## config.mk

```make
export PLATFORM = sky130hd
export DESIGN_NAME = cmd_frame_exec
export DESIGN_NICKNAME = d
export VERILOG_FILES = /design/src/rtl/cmd_frame_exec.sv
export SDC_FILE = /design/constraint.sdc
export NUM_CORES = 1
export LEC_CHECK = 0
export CAP_MARGIN = 5
export CELL_PAD_IN_SITES_DETAIL_PLACEMENT = 1
export CELL_PAD_IN_SITES_GLOBAL_PLACEMENT = 1
export CORE_MARGIN = 3
export CORE_UTILIZATION = 35
export CTS_CLUSTER_DIAMETER = 120
export CTS_CLUSTER_SIZE = 10
export DETAILED_ROUTE_END_ITERATION = 10
export GPL_TIMING_DRIVEN = 1
export PLACE_DENSITY = 0.95
export SLEW_MARGIN = 20
export SYNTH_ARGS = -nofsm -noshare
export SYNTH_HDL_FRONTEND = slang
export SYNTH_SLANG_ARGS = --single-unit
```

## constraint.sdc

```tcl
create_clock -name clk -period 5.2 [get_ports clk]
set_input_delay 1.04 -clock clk [delete_from_list [all_inputs] [get_ports clk]]
set_output_delay 1.04 -clock clk [all_outputs]
set_load 0.1 [all_outputs]
```

## src/rtl/cmd_frame_exec.sv

```systemverilog
// Command-frame executor: checks the frame marker, optionally XOR-decrypts, runs W/R on a register bank.
// Define CMD_FRAME_EXEC_XOR_EN to build the DECRYPT state and the "X" opcode.
module cmd_frame_exec #(
    parameter int                           FRAME_BYTES = 18,
    parameter int                           NUM_REGS    = 8,
    parameter logic [8*(FRAME_BYTES-2)-1:0] XOR_KEY     = "1234567890123456"
) (
    input  logic                     clk,
    input  logic                     nreset,
    input  logic                     frame_valid,
    input  logic [8*FRAME_BYTES-1:0] frame_in,
    output logic                     frame_ready,
    output logic                     resp_valid,
    input  logic                     resp_ready,
    output logic [8*FRAME_BYTES-1:0] resp_data,
    output logic [8*NUM_REGS-1:0]    reg_out,
    output logic [7:0]               err_count,
    output logic                     busy
);

    localparam int FW = 8*FRAME_BYTES;
    localparam int PW = 8*(FRAME_BYTES-2);

    typedef enum logic [2:0] {S_IDLE, S_CHECK, S_DECRYPT, S_EXEC, S_RESP} state_t;

    state_t          state_q, state_d;
    logic [FW-1:0]   frame_q, frame_d;
    logic [7:0]      op_q, op_d, idx_q, idx_d, val_q, val_d, status_q, status_d;
    logic [FW-1:0]   resp_q, resp_d;
    logic            resp_valid_q, resp_valid_d;
    logic [7:0]      err_q, err_d;
    logic [7:0]      regs_q [NUM_REGS];
    logic            wr_en;
    logic [7:0]      rd_val;
    logic            ovr, rsp_err;
    logic [8:0]      err_sum;

`ifdef CMD_FRAME_EXEC_XOR_EN
    logic [PW-1:0] dec_w;
    assign dec_w = frame_q[FW-9:8] ^ XOR_KEY;
`else
    logic unused_payload;
    assign unused_payload = ^frame_q[FW-9:24];
`endif

    always_comb begin
        rd_val = 8'h00;
        for (int i = 0; i < NUM_REGS; i++) begin
            if (idx_q == 8'(i)) rd_val = regs_q[i];
        end
    end

    always_comb begin
        state_d      = state_q;
        frame_d      = frame_q;
        op_d         = op_q;
        idx_d        = idx_q;
        val_d        = val_q;
        status_d     = status_q;
        resp_d       = resp_q;
        resp_valid_d = resp_valid_q;
        wr_en        = 1'b0;
        case (state_q)
            S_IDLE: begin
                if (frame_valid) begin
                    frame_d = frame_in;
                    state_d = S_CHECK;
                end
            end
            S_CHECK: begin
                op_d  = frame_q[7:0];
                idx_d = frame_q[15:8];
                val_d = frame_q[23:16];
                if (frame_q[7:0] != frame_q[FW-1 -: 8]) begin
                    status_d = "F";
                    state_d  = S_RESP;
                end
`ifdef CMD_FRAME_EXEC_XOR_EN
                else if (frame_q[7:0] == "X") begin
                    state_d = S_DECRYPT;
                end
`endif
                else begin
                    state_d = S_EXEC;
                end
            end
`ifdef CMD_FRAME_EXEC_XOR_EN
            S_DECRYPT: begin
                op_d  = dec_w[7:0];
                idx_d = dec_w[15:8];
                val_d = dec_w[23:16];
                if (dec_w[7:0] != dec_w[PW-1 -: 8]) begin
                    status_d = "F";
                    state_d  = S_RESP;
                end else begin
                    state_d = S_EXEC;
                end
            end
`endif
            S_EXEC: begin
                // a decrypted "X" lands here too and is rejected as unknown
                if (op_q != "W" && op_q != "R") status_d = "I";
                else if ({1'b0, idx_q} >= 9'(NUM_REGS)) status_d = "A";
                else status_d = "K";
                state_d = S_RESP;
            end
            S_RESP: begin
                if (!resp_valid_q) begin
                    resp_valid_d  = 1'b1;
                    resp_d        = '0;
                    resp_d[7:0]   = status_q;
                    if (status_q != "F") resp_d[15:8] = idx_q;
                    if (status_q == "K") resp_d[23:16] = (op_q == "W") ? val_q : rd_val;
                    wr_en = (status_q == "K") && (op_q == "W");
                end else if (resp_ready) begin
                    resp_valid_d = 1'b0;
                    state_d      = S_IDLE;
                end
            end
            default: state_d = S_IDLE;
        endcase
    end

    // overrun and error responses may land in the same cycle; both count
    always_comb begin
        ovr     = frame_valid && (state_q != S_IDLE);
        rsp_err = (state_q == S_RESP) && !resp_valid_q && (status_q != "K");
        err_sum = {1'b0, err_q} + {8'd0, ovr} + {8'd0, rsp_err};
        err_d   = err_sum[8] ? 8'hFF : err_sum[7:0];
    end

    always_ff @(posedge clk or negedge nreset) begin
        if (!nreset) begin
            state_q      <= S_IDLE;
            frame_q      <= '0;
            op_q         <= '0;
            idx_q        <= '0;
            val_q        <= '0;
            status_q     <= '0;
            resp_q       <= '0;
            resp_valid_q <= 1'b0;
            err_q        <= '0;
        end else begin
            state_q      <= state_d;
            frame_q      <= frame_d;
            op_q         <= op_d;
            idx_q        <= idx_d;
            val_q        <= val_d;
            status_q     <= status_d;
            resp_q       <= resp_d;
            resp_valid_q <= resp_valid_d;
            err_q        <= err_d;
        end
    end

    always_ff @(posedge clk or negedge nreset) begin
        if (!nreset) begin
            for (int i = 0; i < NUM_REGS; i++) regs_q[i] <= 8'hFF;
        end else begin
            for (int i = 0; i < NUM_REGS; i++) begin
                if (wr_en && idx_q == 8'(i)) regs_q[i] <= val_q;
            end
        end
    end

    for (genvar g = 0; g < NUM_REGS; g++) begin : g_reg_out
        assign reg_out[8*g +: 8] = regs_q[g];
    end

    assign frame_ready = (state_q == S_IDLE);
    assign busy        = (state_q != S_IDLE);
    assign resp_valid  = resp_valid_q;
    assign resp_data   = resp_q;
    assign err_count   = err_q;

endmodule

```

==> summary.md, run 1 <==
| Metric | Value |
|---|---|
| Final nets | `916` |
| Min Clock Period, post-route | `about 3.6 ns` |
| Data required time of the worst path | `4.16 ns` |
| Post-layout util | `43.3%` |
| Post-layout power | `4.90 mW` |
| Final number of hold-violating endpoints | `0` |
| Number of placement rows | `55` |
| Max rail drop VDD | `~0.24 mV` |
| Post-Synth Adder-Cell Area | `0.402%` |
| Endpoint class of the critical path | `output port` |
| Signed area change from the synthesized netlist to the final layout | `21.4%` |
| Global-route wire length before repair | `around 34000 um` |
| Number of vias per cell | `5.00` |
| Total power divided by cell area | `approximately 500 mW/mm^2` |
| Routed via count | `5324` |
| Worst clock skew | `0.0159 ns` |
| Synthesized instance count | `642` |
| Xor and xnor fraction of the mapped netlist area | `1.30%` |
| Vias in the first global route | `5708` |
| Dominant synthesized flop cell | `dfrtp_1` |
| Combinational family with the most area after synthesis | `multiplexers` |
| Deepest clock path buffer count | `2` |
| Worst relative slew slack | `between 20% and 30%` |
| Worst hold path type | `reg2reg` |
| Launching element of the worst setup path | `state_q[2]$_DFFE_PN0P_` |
| Iter 0 DRT Violations | `298` |
| Highest-count cells in the layout ignoring fill and taps | `clkdlybuf4s50_1 (130), mux2_2 (125), conb_1 (123)` |
| Gp weighted congestion | `0.809` |
| Setup WS pre-CTS | `1.63 ns` |
| # port buffers | `131` |
| Worst EP arrival | `about 2.5 ns` |
| Count of yosys warnings during synthesis | `0` |
| Number of slew-limit violations in the final report | `0` |
| Sinks on the clock net | `158` |
| Library cells used by synthesis | `54` |
| Instance area at placement | `0.00922 mm^2` |
| R2R Setup Slk | `around 2.0 ns` |
| DRT Wirelength | `22900 um` |
| Status | `complete, no violations` |
| Ports | `367` |
| Total leakage power | `4.17 nW` |
| Async S/R FF share, synth | `100%` |
| Antenna violations before repair | `0` |
| Final period utilization | `just under 70%` |
| Total of flip-flops plus latches after synthesis | `around 160` |
| Total die area | `0.0250 mm^2` |
| Post-synthesis cell area | `about 0.0081 mm^2` |
| Commonest non-fill, non-tap cell in the layout | `clkdlybuf4s50_1` |
| Crit path kind | `reg2out` |
| Inserted Clock Buffers | `17` |
| Basic-gate share of the synthesized area counting and, or, nand and nor cells | `9.26%` |
| Unrepaired setup endpoints after global routing | `false` |
| Post-CTS Setup Repair Bufs | `0` |
| GR Overflow Total | `0` |
| Total negative setup slack | `0 ns` |
| Per-cell routed wire length | `21.5 um` |
| DRC violation count after routing | `0` |
| Number of cell instances on the worst register-to-register path | `8` |
| CTS resizes | `0` |
| Pin count of the biggest net entering global routing | `around 100` |
| Slack of the critical path | `1.65 ns` |
| Source-to-sink clock delay at the later pin of the worst-skew pair | `0.43 ns` |
| Starting utilization of the core area | `35.6%` |
| Horizontal die dimension | `between 150 and 200 um` |
| Number of inserted diodes | `0` |
| Worst r2r src | `state_q[1]$_DFFE_PN0P_` |
| Timing endpoint of the critical path | `frame_ready` |
| Average footprint of a synthesized cell | `around 13 um^2` |
| Tightest Pin Transition | `roughly 1.1 ns` |
| Router iterations before antenna repair | `4` |
| Share of synthesized area occupied by flip-flops and latches | `around 50%` |
| Die height | `158 um` |
| TritonCTS clock tree | `yes` |
| Fmax | `between 0.2 and 0.3 GHz` |
| Count of antenna-violating nets left after detailed routing | `0` |
| Buffer type at the clock tree root | `clkbuf_16` |
| Share of post-route cells with drive strength above 1 | `32.2%` |
| Setup crit start kind | `flop` |
| Reg2reg end | `err_count[0]$_DFF_PN0_` |
| # H-tree levels | `4` |
| Final standard cell area without fillers | `slightly below 0.01 mm^2` |
| Share of cell area taken by muxes after synthesis | `20.2%` |
| Detailed placer's ending HPWL | `approximately 16000 um` |
| Hold-fix buffers at CTS | `0` |
| Combined global-route utilization of all metal layers | `18.0%` |
| CP Max Fanout | `6` |
| Count of endpoints failing setup in the final report | `0` |
| Count of flip-flops with a built-in enable after synthesis | `0` |
| Number of max-cap violations | `0` |
| Area of the core | `0.0227 mm^2` |
| Share of the synthesized area in compound gates (AO/OA/AOI/OAI) | `under 10%` |
| Reg clk slew, reported paths | `0.07 ns` |
## power by group
group          internal (mW)  leakage, nW  switching [mW]
Clock                  0.717        0.276           0.542
Combinational          0.524         2.10            1.22
Sequential              1.50         1.80           0.390
Total                   2.74         4.17            2.15
## worst max-delay path, cell delays in order, from the launching register on
cell and delay (ns):
dfrtp_1 0.45, nor3_1 0.42, clkdlybuf4s50_1 1.22
## registers in the layout, summed over array words and instances (netlist names)
register	flops
err_count	8
frame_q	32
idx_q	8
op_q	8
reg_out	64
resp_data	21
resp_valid	1
state_q	3
status_q	5
val_q	8
## worst min path at each step
stage                                   startpoint                        to  slack (ns)  cells after the start
after floorplan            frame_q[10]$_DFFE_PN0P_      idx_q[2]$_DFFE_PN0N_        0.45                      2
after global placement    resp_data[0]$_DFFE_PN0N_  resp_data[0]$_DFFE_PN0N_        0.46                      2
after detailed placement       op_q[3]$_DFFE_PN0N_       op_q[3]$_DFFE_PN0N_        0.49                      1
after CTS                      op_q[3]$_DFFE_PN0N_       op_q[3]$_DFFE_PN0N_        0.51                      1
after global routing       frame_q[23]$_DFFE_PN0P_      val_q[7]$_DFFE_PN0N_        0.53                      1
final                      frame_q[10]$_DFFE_PN0P_      idx_q[2]$_DFFE_PN0N_        0.50                      2
## synthesized netlist by cell type, types with 3 or more instances
| cell type | number | area, um^2 |
|---|---|---|
| nor4_1 | 10 | 62.6 |
| and2_1 | 3 | 18.8 |
| buf_1 | 10 | 37.5 |
| nand4_4 | 8 | 170 |
| a21oi_1 | 5 | 25.0 |
| clkbuf_1 | 20 | 75.1 |
| mux2_2 | 125 | 1410 |
| nand4b_1 | 7 | 61.3 |
| dfrtp_1 | 94 | 2350 |
| xor2_1 | 10 | 87.6 |
| nand3_1 | 4 | 20.0 |
| buf_4 | 124 | 931 |
| o211ai_1 | 5 | 37.5 |
| nor2_1 | 23 | 86.3 |
| a211oi_1 | 11 | 82.6 |
| nor3_1 | 4 | 20.0 |
| and3_1 | 5 | 31.3 |
| a22o_1 | 9 | 78.8 |
| nand2b_1 | 6 | 37.5 |
| inv_1 | 6 | 22.5 |
| mux4_2 | 6 | 135 |
| a2bb2oi_1 | 4 | 35.0 |
| nand2_1 | 16 | 60.1 |
| o21ai_0 | 7 | 35.0 |
| mux2i_1 | 9 | 90.1 |
| a221o_1 | 5 | 50.1 |
| a211o_1 | 3 | 26.3 |
| dfstp_2 | 64 | 1680 |
| or3_1 | 3 | 18.8 |
| or4_1 | 3 | 22.5 |
| nor2b_1 | 3 | 18.8 |
## routing by layer
layer	wire length, um	track usage [%]	up-vias	part of all wire (%)
met2	11600	30.7	250	51
li1	-	-	2286	-
met4	773	7.66	0	3.4
met3	1470	4.62	43	6.4
met5	0	0	-	0
met1	9050	21.5	2745	40
## through the flow
| stage | hold slack [ns] | instances |
|---|---|---|
| 6_report | 0.497 | 1064 |
| 5_1_grt | 0.529 | 1064 |
| 4_1_cts | 0.507 | 1063 |
| 3_5_place_dp | 0.493 | 1031 |
| 3_3_place_gp | 0.463 | 1031 |
| 2_1_floorplan | 0.446 | 764 |
## area by class of cell
cell class                      count  area [um^2]
Sequential cell                   158         4030
Clock inverter                     14          159
Clock buffer                       18          429
Tap cell                          285          357
Multi-Input combinational cell    444         3440
Inverter                            6         22.5
Fill cell                        2379        12900
Timing Repair Buffer              139         1380
## cells by family after synthesis
| group | Yosys count |
|---|---|
| AOI/OAI and AO/OA | 60 |
| xor gates and xnor gates | 12 |
| adders and majority gates | 2 |
| buffers and inverters | 162 |
| DFF | 158 |
| muxes | 140 |
| other | 1 |
| and+or+nand+nor | 107 |
No activity file was read; power rests on OpenSTA's default activity.
==> inputs of run 2 (changes only) <==
--- a/config.mk
+++ b/config.mk
@@ -9,12 +9,12 @@
 export CELL_PAD_IN_SITES_DETAIL_PLACEMENT = 1
 export CELL_PAD_IN_SITES_GLOBAL_PLACEMENT = 1
 export CORE_MARGIN = 3
-export CORE_UTILIZATION = 35
+export CORE_UTILIZATION = 32
 export CTS_CLUSTER_DIAMETER = 120
 export CTS_CLUSTER_SIZE = 10
 export DETAILED_ROUTE_END_ITERATION = 10
 export GPL_TIMING_DRIVEN = 1
-export PLACE_DENSITY = 0.95
+export PLACE_DENSITY = 0.93
 export SLEW_MARGIN = 20
 export SYNTH_ARGS = -nofsm -noshare
 export SYNTH_HDL_FRONTEND = slang
==> constraint.sdc (replaced) <==
create_clock -name clk -period 3.58 [get_ports clk]
set_input_delay 0.716 -clock clk [delete_from_list [all_inputs] [get_ports clk]]
set_output_delay 0.716 -clock clk [all_outputs]
set_load 0.1 [all_outputs]
==> summary.md, run 2 (synthesized netlist as in run 1, its figures left out) <==
| Metric | Value |
|---|---|
| Launching element of the worst setup path | `state_q[2]$_DFFE_PN0P_` |
| Max rail drop VDD | `0.383 mV` |
| Inserted Clock Buffers | `17` |
| Status | `complete, no violations` |
| Pin count of the biggest net entering global routing | `76` |
| Area of the core | `approximately 0.025 mm^2` |
| Data required time of the worst path | `2.86 ns` |
| Endpoint class of the critical path | `output port` |
| Combined global-route utilization of all metal layers | `about 16%` |
| TritonCTS clock tree | `yes` |
| Detailed placer's ending HPWL | `around 16000 um` |
| # port buffers | `131` |
| Number of placement rows | `57` |
| Die height | `around 170 um` |
| Number of max-cap violations | `0` |
| Global-route wire length before repair | `33000 um` |
| Total negative setup slack | `0 ns` |
| Post-CTS Setup Repair Bufs | `0` |
| Share of post-route cells with drive strength above 1 | `a little over two fifths` |
| Antenna violations before repair | `0` |
| GR Overflow Total | `0` |
| Number of slew-limit violations in the final report | `0` |
| Source-to-sink clock delay at the later pin of the worst-skew pair | `around 0.42 ns` |
| Buffer type at the clock tree root | `clkbuf_16` |
| Chain of cells forming the critical path | `nor3_2 -> inv_1 -> clkdlybuf4s50_1` |
| Timing endpoint of the critical path | `busy` |
| Fin cells | `1106` |
| Worst hold path type | `in2async` |
| Routed via count | `5259` |
| Setup WS pre-CTS | `approximately 0.8 ns` |
| Ports | `367` |
| Number of vias per cell | `4.75` |
| Largest register FFs | `64` |
| Total die area | `~0.027 mm^2` |
| Gp weighted congestion | `around 0.80` |
| Final number of hold-violating endpoints | `0` |
| Worst clock skew | `0.0104 ns` |
| DRC violation count after routing | `0` |
| Vias in the first global route | `~5500` |
| Starting utilization of the core area | `approximately a third` |
| Post-layout util | `roughly two fifths` |
| DRT Wirelength | `around 22000 um` |
| Per-cell routed wire length | `19.9 um` |
| # H-tree levels | `4` |
| Deepest clock path buffer count | `2` |
| Commonest non-fill, non-tap cell in the layout | `mux2_2` |
| Number of cells after detailed placement | `1075` |
| Number of inserted diodes | `0` |
| Worst relative slew slack | `25.8%` |
| Hold-fix buffers at CTS | `0` |
| Min Clock Period, post-route | `2.98 ns` |
| Final period utilization | `83.3%` |
| Worst r2r src | `state_q[1]$_DFFE_PN0P_` |
| Number of cell instances on the worst register-to-register path | `9` |
| Fmax | `0.335 GHz` |
| Tightest Pin Transition | `1.10 ns` |
| R2R Setup Slk | `0.79 ns` |
| CP max stage delay | `0.98 ns` |
| Reg clk slew, reported paths | `roughly 0.070 ns` |
| Crit path kind | `reg2out` |
| Final nets | `slightly above 900` |
| Count of antenna-violating nets left after detailed routing | `0` |
| Iter 0 DRT Violations | `260` |
| Max stage delay cell, worst path | `clkdlybuf4s50_1` |
| Horizontal die dimension | `165 um` |
| Unrepaired setup endpoints after global routing | `false` |
| Count of endpoints failing setup in the final report | `0` |
| Setup crit start kind | `flop` |
| CTS resizes | `0` |
| Signed area change from the synthesized netlist to the final layout | `20.1%` |
| Total leakage power | `between 4 and 5 nW` |
| Total power divided by cell area | `approximately 730 mW/mm^2` |
| CP Max Fanout | `6` |
| Reg2reg end | `err_count[0]$_DFF_PN0_` |
| Slack of the critical path | `0.599 ns` |
| Router iterations before antenna repair | `4` |
| Sinks on the clock net | `roughly 160` |
| Highest-count cells in the layout ignoring fill and taps | `mux2_2 (125), conb_1 (123), dfrtp_1 (94)` |
| Worst EP arrival | `2.26 ns` |
[run 2: where the power goes]
| group | leakage (nW) | switching [mW] | internal (mW) |
|---|---|---|---|
| Sequential | 1.80 | 0.551 | 2.18 |
| Clock | 0.281 | 0.748 | 1.11 |
| Combinational | 2.28 | 1.76 | 0.771 |
[run 2: worst min path at each step]
stage | to | start | slack, ns
after floorplan | err_count[0]$_DFF_PN0_ | nreset | 0.42
after global placement | resp_data[0]$_DFFE_PN0N_ | resp_data[0]$_DFFE_PN0N_ | 0.47
after detailed placement | resp_data[0]$_DFFE_PN0N_ | resp_data[0]$_DFFE_PN0N_ | 0.48
after CTS | resp_data[21]$_DFFE_PN0N_ | nreset | 0.34
after global routing | resp_data[21]$_DFFE_PN0N_ | nreset | 0.36
final | resp_data[21]$_DFFE_PN0N_ | nreset | 0.32
[run 2: final cells by class]
class,count,area [um^2]
multi-input combinational,444,3450
fill,2640,14900
inverter,6,22.5
clock buffer,18,439
timing repair buffer,143,1200
sequential,158,4030
clock inverter,13,163
tap,324,405
[run 2: stage by stage]
step / power, mW / instance area (um^2) / hold WS, ns
after floorplan: 4.72 / 8550 / 0.420
after global placement: 5.16 / 9110 / 0.467
after detailed placement: 5.27 / 9110 / 0.479
after CTS: 7.16 / 9720 / 0.339
after global routing: 7.43 / 9720 / 0.358
final: 7.12 / 9720 / 0.323
[run 2: layer usage]
| layer | vias to the layer above | GRT usage [%] | part of all wire, % | routed length [um] |
|---|---|---|---|---|
| met5 | - | 0 | 0 | 0 |
| met4 | 0 | 4.88 | 2.0 | 439 |
| met3 | 27 | 4.29 | 6.0 | 1320 |
| met2 | 202 | 27.7 | 52 | 11400 |
| met1 | 2733 | 19.6 | 40 | 8900 |
| li1 | 2297 | - | - | - |
[run 2: critical path: cells and delay by family (launching register included)]
family | cells | cell delay [ns]
buffers and inverters | 2 | 1.06
AND/OR/NAND/NOR | 1 | 0.31
flip-flops | 1 | 0.46
